**src/rtl/if_id_queue_pkg.sv**
```systemverilog
// Shared pipeline constants for the fetch/decode boundary.
package if_id_queue_pkg;
  localparam int INST_WIDTH    = 32;
  localparam int DEFAULT_DEPTH = 4;
  // Decode treats an all-zero instruction word as a bubble.
  localparam logic [INST_WIDTH-1:0] BUBBLE = 32'd0;
endpackage

```
**src/rtl/if_id_queue_if.sv**
```systemverilog
// Fetch/decode handshake bundle for the prefetch queue.
interface if_id_queue_if
  import if_id_queue_pkg::*;
#(
  parameter int DEPTH = DEFAULT_DEPTH,
  parameter int WIDTH = INST_WIDTH
);
  logic                   in_valid;
  logic [WIDTH-1:0]       in_pc;
  logic [WIDTH-1:0]       in_inst;
  logic                   in_ready;
  logic                   out_valid;
  logic [WIDTH-1:0]       out_pc;
  logic [WIDTH-1:0]       out_inst;
  logic                   out_ready;
  logic                   flush;
  logic [$clog2(DEPTH):0] count;

  // Pipeline side: fetch pushes, hazard unit drives out_ready, branch unit flushes.
  modport master (
    output in_valid, in_pc, in_inst, out_ready, flush,
    input  in_ready, out_valid, out_pc, out_inst, count
  );

  // Queue side.
  modport slave (
    input  in_valid, in_pc, in_inst, out_ready, flush,
    output in_ready, out_valid, out_pc, out_inst, count
  );
endinterface

```
**src/rtl/if_id_queue_wrap_counter.sv**
```systemverilog
// Modulo-MOD pointer counter with synchronous clear and async active-low reset.
module wrap_counter
  import if_id_queue_pkg::*;
#(
  parameter int MOD = DEFAULT_DEPTH
) (
  input  logic                   clk,
  input  logic                   rst,
  input  logic                   inc,
  input  logic                   clr,
  output logic [$clog2(MOD)-1:0] value
);
  localparam int W = $clog2(MOD);

  // Clear wins over increment; wrap from MOD-1 back to 0.
  always_ff @(posedge clk or negedge rst) begin
    if (!rst)        value <= '0;
    else if (clr)    value <= '0;
    else if (inc)    value <= (value == W'(MOD - 1)) ? '0 : value + 1'b1;
  end
endmodule

```
**src/rtl/if_id_queue.sv**
```systemverilog
// Instruction prefetch queue between fetch and decode, with one-cycle flush.
module if_id_queue
  import if_id_queue_pkg::*;
#(
  parameter int DEPTH = DEFAULT_DEPTH,
  parameter int WIDTH = INST_WIDTH
) (
  input  logic         clk,
  input  logic         rst,
  if_id_queue_if.slave q
);
  localparam int PW = $clog2(DEPTH);
  localparam int CW = PW + 1;

  logic [PW-1:0]                rd_ptr, wr_ptr;
  logic [CW-1:0]                count_q;
  logic [DEPTH-1:0][WIDTH-1:0]  mem_pc, mem_inst;
  logic                         in_ready_w, out_valid_w, push, pop;

  // Ready/valid depend only on registered occupancy, never on out_ready.
  assign in_ready_w  = (count_q != CW'(DEPTH));
  assign out_valid_w = (count_q != '0);
  assign push        = q.in_valid & in_ready_w;
  assign pop         = out_valid_w & q.out_ready;

  wrap_counter #(.MOD(DEPTH)) u_wr_ptr (
    .clk   (clk),
    .rst   (rst),
    .inc   (push),
    .clr   (q.flush),
    .value (wr_ptr)
  );

  wrap_counter #(.MOD(DEPTH)) u_rd_ptr (
    .clk   (clk),
    .rst   (rst),
    .inc   (pop),
    .clr   (q.flush),
    .value (rd_ptr)
  );

  // Storage: zeroed on reset, untouched by flush; a push under flush is dropped.
  always_ff @(posedge clk or negedge rst) begin
    if (!rst) begin
      mem_pc   <= '0;
      mem_inst <= '0;
    end else if (push && !q.flush) begin
      mem_pc[wr_ptr]   <= q.in_pc;
      mem_inst[wr_ptr] <= q.in_inst;
    end
  end

  // Occupancy: flush empties; push+pop together leave it unchanged.
  always_ff @(posedge clk or negedge rst) begin
    if (!rst)               count_q <= '0;
    else if (q.flush)       count_q <= '0;
    else if (push && !pop)  count_q <= count_q + 1'b1;
    else if (pop && !push)  count_q <= count_q - 1'b1;
  end

  assign q.in_ready  = in_ready_w;
  assign q.out_valid = out_valid_w;
  assign q.count     = count_q;
  // Empty queue presents a bubble so decode sees a harmless instruction.
  assign q.out_pc    = out_valid_w ? mem_pc[rd_ptr]   : '0;
  assign q.out_inst  = out_valid_w ? mem_inst[rd_ptr] : WIDTH'(BUBBLE);
endmodule

```
**src/flat_wrapper.sv**
```systemverilog
// flat-port wrapper written by rule: the top's interface ports become plain ports
module if_id_queue_flat import if_id_queue_pkg::*;
#(
  parameter int DEPTH = DEFAULT_DEPTH,
  parameter int WIDTH = INST_WIDTH
)
  (clk, rst, q_in_valid, q_in_pc, q_in_inst, q_out_ready, q_flush, q_in_ready, q_out_valid, q_out_pc, q_out_inst, q_count);
  if_id_queue_if #(.DEPTH(DEPTH), .WIDTH(WIDTH)) q_i ();
  input  logic clk;
  input  logic rst;
  input wire logic [$bits(q_i.in_valid)-1:0] q_in_valid;
  input wire logic [$bits(q_i.in_pc)-1:0] q_in_pc;
  input wire logic [$bits(q_i.in_inst)-1:0] q_in_inst;
  input wire logic [$bits(q_i.out_ready)-1:0] q_out_ready;
  input wire logic [$bits(q_i.flush)-1:0] q_flush;
  output wire logic [$bits(q_i.in_ready)-1:0] q_in_ready;
  output wire logic [$bits(q_i.out_valid)-1:0] q_out_valid;
  output wire logic [$bits(q_i.out_pc)-1:0] q_out_pc;
  output wire logic [$bits(q_i.out_inst)-1:0] q_out_inst;
  output wire logic [$bits(q_i.count)-1:0] q_count;
  assign q_i.in_valid = q_in_valid;
  assign q_i.in_pc = q_in_pc;
  assign q_i.in_inst = q_in_inst;
  assign q_i.out_ready = q_out_ready;
  assign q_i.flush = q_flush;
  assign q_in_ready = q_i.in_ready;
  assign q_out_valid = q_i.out_valid;
  assign q_out_pc = q_i.out_pc;
  assign q_out_inst = q_i.out_inst;
  assign q_count = q_i.count;
  if_id_queue #(.DEPTH(DEPTH), .WIDTH(WIDTH)) u_core (.clk(clk), .rst(rst), .q(q_i));
endmodule
```
**config.mk**
```make
export PLATFORM = sky130hd
export DESIGN_NAME = if_id_queue_flat
export DESIGN_NICKNAME = d
export VERILOG_FILES = /design/src/rtl/if_id_queue_pkg.sv /design/src/rtl/if_id_queue_if.sv /design/src/rtl/if_id_queue_wrap_counter.sv /design/src/rtl/if_id_queue.sv /design/src/flat_wrapper.sv
export SDC_FILE = /design/constraint.sdc
export NUM_CORES = 1
export LEC_CHECK = 0
export CAP_MARGIN = 30
export CELL_PAD_IN_SITES_DETAIL_PLACEMENT = 1
export CELL_PAD_IN_SITES_GLOBAL_PLACEMENT = 1
export CORE_MARGIN = 5
export CORE_UTILIZATION = 52
export CTS_CLUSTER_SIZE = 12
export DETAILED_ROUTE_END_ITERATION = 7
export PLACE_DENSITY_LB_ADDON = 0.1
export SKIP_CTS_REPAIR_TIMING = 1
export SLEW_MARGIN = 5
export SYNTH_ARGS = -nofsm -noshare
export SYNTH_HDL_FRONTEND = slang
export SYNTH_SLANG_ARGS = --single-unit
```
**constraint.sdc**
```tcl
create_clock -name clk -period 3.2 [get_ports clk]
set_input_delay 0.8 -clock clk [delete_from_list [all_inputs] [get_ports clk]]
set_output_delay 0.8 -clock clk [all_outputs]
set_load 0.02 [all_outputs]
```
# Word-level counts from Yosys, hierarchy flattened
# Index checks and enable logic that the tools add are counted.
# op_classes
n_lt_le_gt_ge,3
bitwise_logic,2
add_sub_neg,4
mux,19
eq_ne,3
n_reduce_logical,11
# ops
operator,n
$bwmux 128,2
$mux 32,5
$bmux 32 s2,2
$demux 32 s2,1
$mux 2,6
$mux 3,3
$lt 2x3->1 const B,2
$reduce_bool 3->1,2
$add 2x1->2 const B,2
$eq 2x2->1 const B,2
$logic_and 1x1->1,4
$reduce_bool 2->1,2
$add 3x1->3 const B,1
$logic_not 1->1,3
$ne 3x3->1 const B,1
$sub 3x1->3 const B,1
$and 1x1->1,2
$ge 2x1->1 const B,1
# totals
register_bits,263
out_inout_bits,69
inputBits,69

# Logic depth before layout (Yosys ltp)
# depth
word_depth,7
mapped_depth,8

# Modules after synthesis
# A second synthesis with hierarchy kept.
# unflattened
cells_unflattened,743
hier_area_um2,12239.2
# modules_own_cells
module,cells_each,instances,area_each_um2
if_id_queue,727,1,12039.0
wrap_counter,8,2,100.1

# Least setup slack after synthesis
# Ideal clock, no wire load.
# synth_timing
path_type,input port to flip-flop
startpoint,in q_out_ready
endpoint,"reg u_core.count_q[2], in the netlist u_core.q.count[2]"
t_arrival_ps,2396
path_slack_ps,737
cell_stages,7
cell_sequence,clkbuf_1 -> o21ai_0 -> and3_1 -> fa_1 -> a21bo_2 -> a311oi_1 -> o311a_1
# synth_between
elab_chain_len,5
elab_cells_between_ends,7
cone_classes,mux (2); bitwise (1); reduce/logical (4)
# synth_rtl
element,line_no,rtl
start: declaration,flat_wrapper.sv:14,input wire logic [$bits(q_i.out_ready)-1:0] q_out_ready;
$and 1x1->1 *,if_id_queue.sv:24,assign pop = out_valid_w & q.out_ready;
$logic_not 1->1,if_id_queue.sv:57,else if (push && !pop) count_q <= count_q + 1'b1;
$logic_and 1x1->1,if_id_queue.sv:57,
$mux 3,if_id_queue.sv:57,
$mux 3,if_id_queue.sv:56,else if (q.flush) count_q <= '0;
end signal: assignment,if_id_queue.sv:57,
end signal: assignment,if_id_queue.sv:58,else if (pop && !push) count_q <= count_q - 1'b1;
end: declaration,if_id_queue.sv:16,logic [CW-1:0] count_q;
# Mark *: on every way between the ends. The rest lies on a longest branch, timed or not.
# A chain may end at the register's enable or synchronous reset.

# Worst setup path in the final report
# layout_timing
startpoint,reg u_core.u_rd_ptr.value[0]
endpoint,out q_out_inst[4]
# layout_between
elab_chain_len,3
# layout_rtl
element,line_no,rtl
start: declaration,if_id_queue_wrap_counter.sv:11,output logic [$clog2(MOD)-1:0] value
start signal: assignment,if_id_queue_wrap_counter.sv:19,else if (inc) value <= (value == W'(MOD - 1)) ? '0 : value + 1'b1;
$bmux 32 s2,if_id_queue.sv:66,assign q.out_inst = out_valid_w ? mem_inst[rd_ptr] : WIDTH'(BUBBLE);
$mux 32 (implied by the code),if_id_queue.sv:66,
$mux 32,if_id_queue.sv:66,
end: declaration,flat_wrapper.sv:19,output wire logic [$bits(q_i.out_inst)-1:0] q_out_inst;
# No other way between the ends. The select of a mux whose other input is x is not followed.

==> run_results.csv <==
group,metric,value,unit
global_route,overflow,0,
placed_design,place.gp.congestion,0.730,
sta,rsz0062_at_grt,"true",
synthesis,syn_inst,749,
placed_design,io_buffers,137,
critical_path,end_kind,"output pin",
sta,hold_slack,271,ps
synthesis,synth-edff-count,0,
cts,clockBufferDepth,3,
critical_path,cp_max_fo,11,
placed_design,dp_cells,1183,
hold_path,min_path_type,"input pin to async pin",
synthesis,ys_seq_area_frac,0.532,
finish,nFillCells,2078,
sta,final-hold-violation-count,0,
sta,tightest_slew,645,ps
die,initial_core_util,0.527,
synthesis,ys_ff_latch,263,
drt,wirelength,29300,µm
finish,stdcell_area,15300,µm²
drt,avgViaCountPerCell,5.65,
critical_path,cp_cell_sequence,"buf_12 -> mux4_2 -> and2_1 -> clkdlybuf4s50_1",
drt,drt_iter0_drc,286,
drt,wl_met1,12200,µm
cts,cts_tree,"built",
drt,routedWlPerCell,23.6,µm
global_route,antenna_found_initial,0,
cts,h-tree-depth,1,
global_route,grt_pass1_wl,46900,µm
die,dieArea,27000,µm²
power,irDropWorstVdd,607,µV
drt,antenna_left,0,
critical_path,required,2400,ps
finish,seq_area,6590,µm²
critical_path,critical_path_class,"flip-flop to output pin",
synthesis,yosys-top-cells-area,"dfrtp_1 53%, mux2_2 18%, mux4_2 12%",
die,core,23500,µm²
die,die_h,164,µm
placed_design,dpl_cell_area,14100,µm²
synthesis,async_reset_ff_frac,1.00,
outcome,violations,"setup timing",
power,finalPower,15.0,mW
finish,layout.nets,972,
synthesis,synth_top_area_frac,0.532,
sta,setup_ws,-159,ps
die,pin_count,138,
global_route,grt_pass1_vias,8306,
cts,numCtsBuffers,28,
cts,cts_root_buf,"clkbuf_16",
synthesis,ys.flop_type,"dfrtp_1",
finish,final_cells,1238,
sta,fin_skew,14.4,ps
critical_path,critical_path_arrival,2560,ps
drt,dr.pass1.iters,4,
finish,layout-drive-gt1-share,0.444,
cts,clock-sinks,263,
power,power-per-cell-area,983,nW/µm²
sta,slew_headroom,0.570,
drt,dr.max_layer_used,"met4",
synthesis,synth_nets,824,
synthesis,synthDistinctLibCells,35,
outcome,status,"finished with violations",
sta,max_freq,0.298,GHz
power,power.leakage,7.67,nW
cts,clkTransAtPathRegs,60,ps
sta,min_period,3360,ps
global_route,track_usage,0.222,
die,die_w,164,µm
critical_path,startpoint_type,"flip-flop",
critical_path,slowest_delay,560,ps
sta,setup_viol,1,
sta,slew_violations,0,
sta,finalCritPeriodShare,1.05,
synthesis,yosys_warnings,0,
synthesis,synth_area,12400,µm²
finish,area_delta_synth_final,23.4,%
finish,multi_input_area,5360,µm²
placed_design,place_hpwl,18100,µm
synthesis,synth.largest_area_cell,"dfrtp_1",
drt,drc_errors,0,
cts,clk_latency,530,ps
flow_run,maxCapViolCount,0,
drt,met2_length,15600,µm
synthesis,avgSynthCellArea,16.5,µm²
critical_path,cp_slowest_cell,"dfrtp_4",
die,placementRows,56,
drt,dr_total_vias,6993,
global_route,grt_max_degree,84,
drt,wl_met3,1030,µm
==> metal layers <==
metal / vias up / GRT usage
met2: 122 / 0.400
met1: 3789 / 0.288
met3: 28 / 0.0316
met5: - / 0
met4: 0 / 0.0438
li1: 3054 / -
==> synth_stat cells (all sizes together) (2+ instances only) <==
master	number
mux2	257
inv	7
nand3b	2
nand4	4
o31ai	2
a21oi	3
clkbuf	11
mux2i	3
o21ai	3
and2	64
dfrtp	263
or3	2
ha	5
mux4	64
buf	40
nor2	6
==> power by group <==
part	total [mW]	internal (mW)	switching, mW
clock	3.09	1.82	1.27
combinational	6.35	3.67	2.68
sequential	5.56	4.75	0.816
total	15.0	10.2	4.77
==> flip-flops by register name (all words and copies together) (netlist names) <==
signal                 flops
u_core.mem_inst          128
u_core.mem_pc            128
u_core.q.count             3
u_core.u_rd_ptr.value      2
u_core.u_wr_ptr.value      2
==> area by class of cell <==
cell class	count	area share
Sequential cell	263	0.432
Multi-Input combinational cell	428	0.351
Timing Repair Buffer	169	0.130
Clock buffer	46	0.0563
Tap cell	319	0.0262
Inverter	7	0.00189
Clock inverter	4	0.00148
Antenna cell	2	0.000328
==> cell families (layout without fill, tap and decap cells) <==
family,Yosys count,after routing,synth area share
other,0,2,0
AO/OA/AOI/OAI,14,14,0.00809
flip-flops,263,263,0.532
adder cells (fa/ha/maj),6,6,0.00668
multiplexers,324,324,0.371
buffers and inverters,58,226,0.0343
AND/OR/NAND/NOR,84,84,0.0475
==> critical path: cells and delay by family, from the launching register on <==
| kind | cells | cell delay, ps |
|---|---|---|
| buffers and inverters | 2 | 750 |
| flip-flops | 1 | 560 |
| multiplexers | 1 | 500 |
| AND/OR/NAND/NOR | 1 | 210 |
==> cells in the final DEF, fill, tap and decap left out, types with 2 or more instances in the layout <==
cell type / instances
buf_12: 13
buf_4: 15
dlymetal6s2s_1: 62
ha_1: 5
clkbuf_1: 10
clkdlybuf4s50_1: 73
clkbuf_16: 30
buf_16: 2
mux2i_1: 3
inv_1: 5
mux2_2: 197
dfrtp_1: 260
o21ai_0: 3
nand3b_1: 2
mux2_4: 60
a21oi_1: 3
clkbuf_8: 7
clkinv_2: 3
o31ai_1: 2
nor2_1: 6
dfrtp_2: 2
mux4_2: 64
and2_1: 64
nand4_4: 4
diode_2: 2
==> through the flow <==
stage | utilization | setup TNS (ps) | worst slack, ps
6_report | 0.650 | -159 | -159
4_1_cts | 0.640 | -12960 | -284
5_1_grt | 0.650 | -270 | -249
3_5_place_dp | 0.603 | 0 | 328
2_1_floorplan | - | 0 | 737
3_3_place_gp | 0.603 | 0 | 364
==> path summary, 6_finish.rpt <==
path                                      to                      from  cells past startpoint  slack (ps)
hold reg to reg            u_core.mem_pc[41]         u_core.mem_pc[41]                      1         500
setup reg to reg           u_core.q.count[2]         u_core.q.count[1]                      8         780
hold / removal             u_core.mem_pc[48]                       rst                      1         270
max in group asynchronous  u_core.q.count[2]                       rst                      2        2090
setup / recovery               q_out_inst[4]  u_core.u_rd_ptr.value[0]                      4        -160
min in group clk           u_core.mem_pc[41]         u_core.mem_pc[41]                      1         500
No activity file was read; power rests on OpenSTA's default activity.
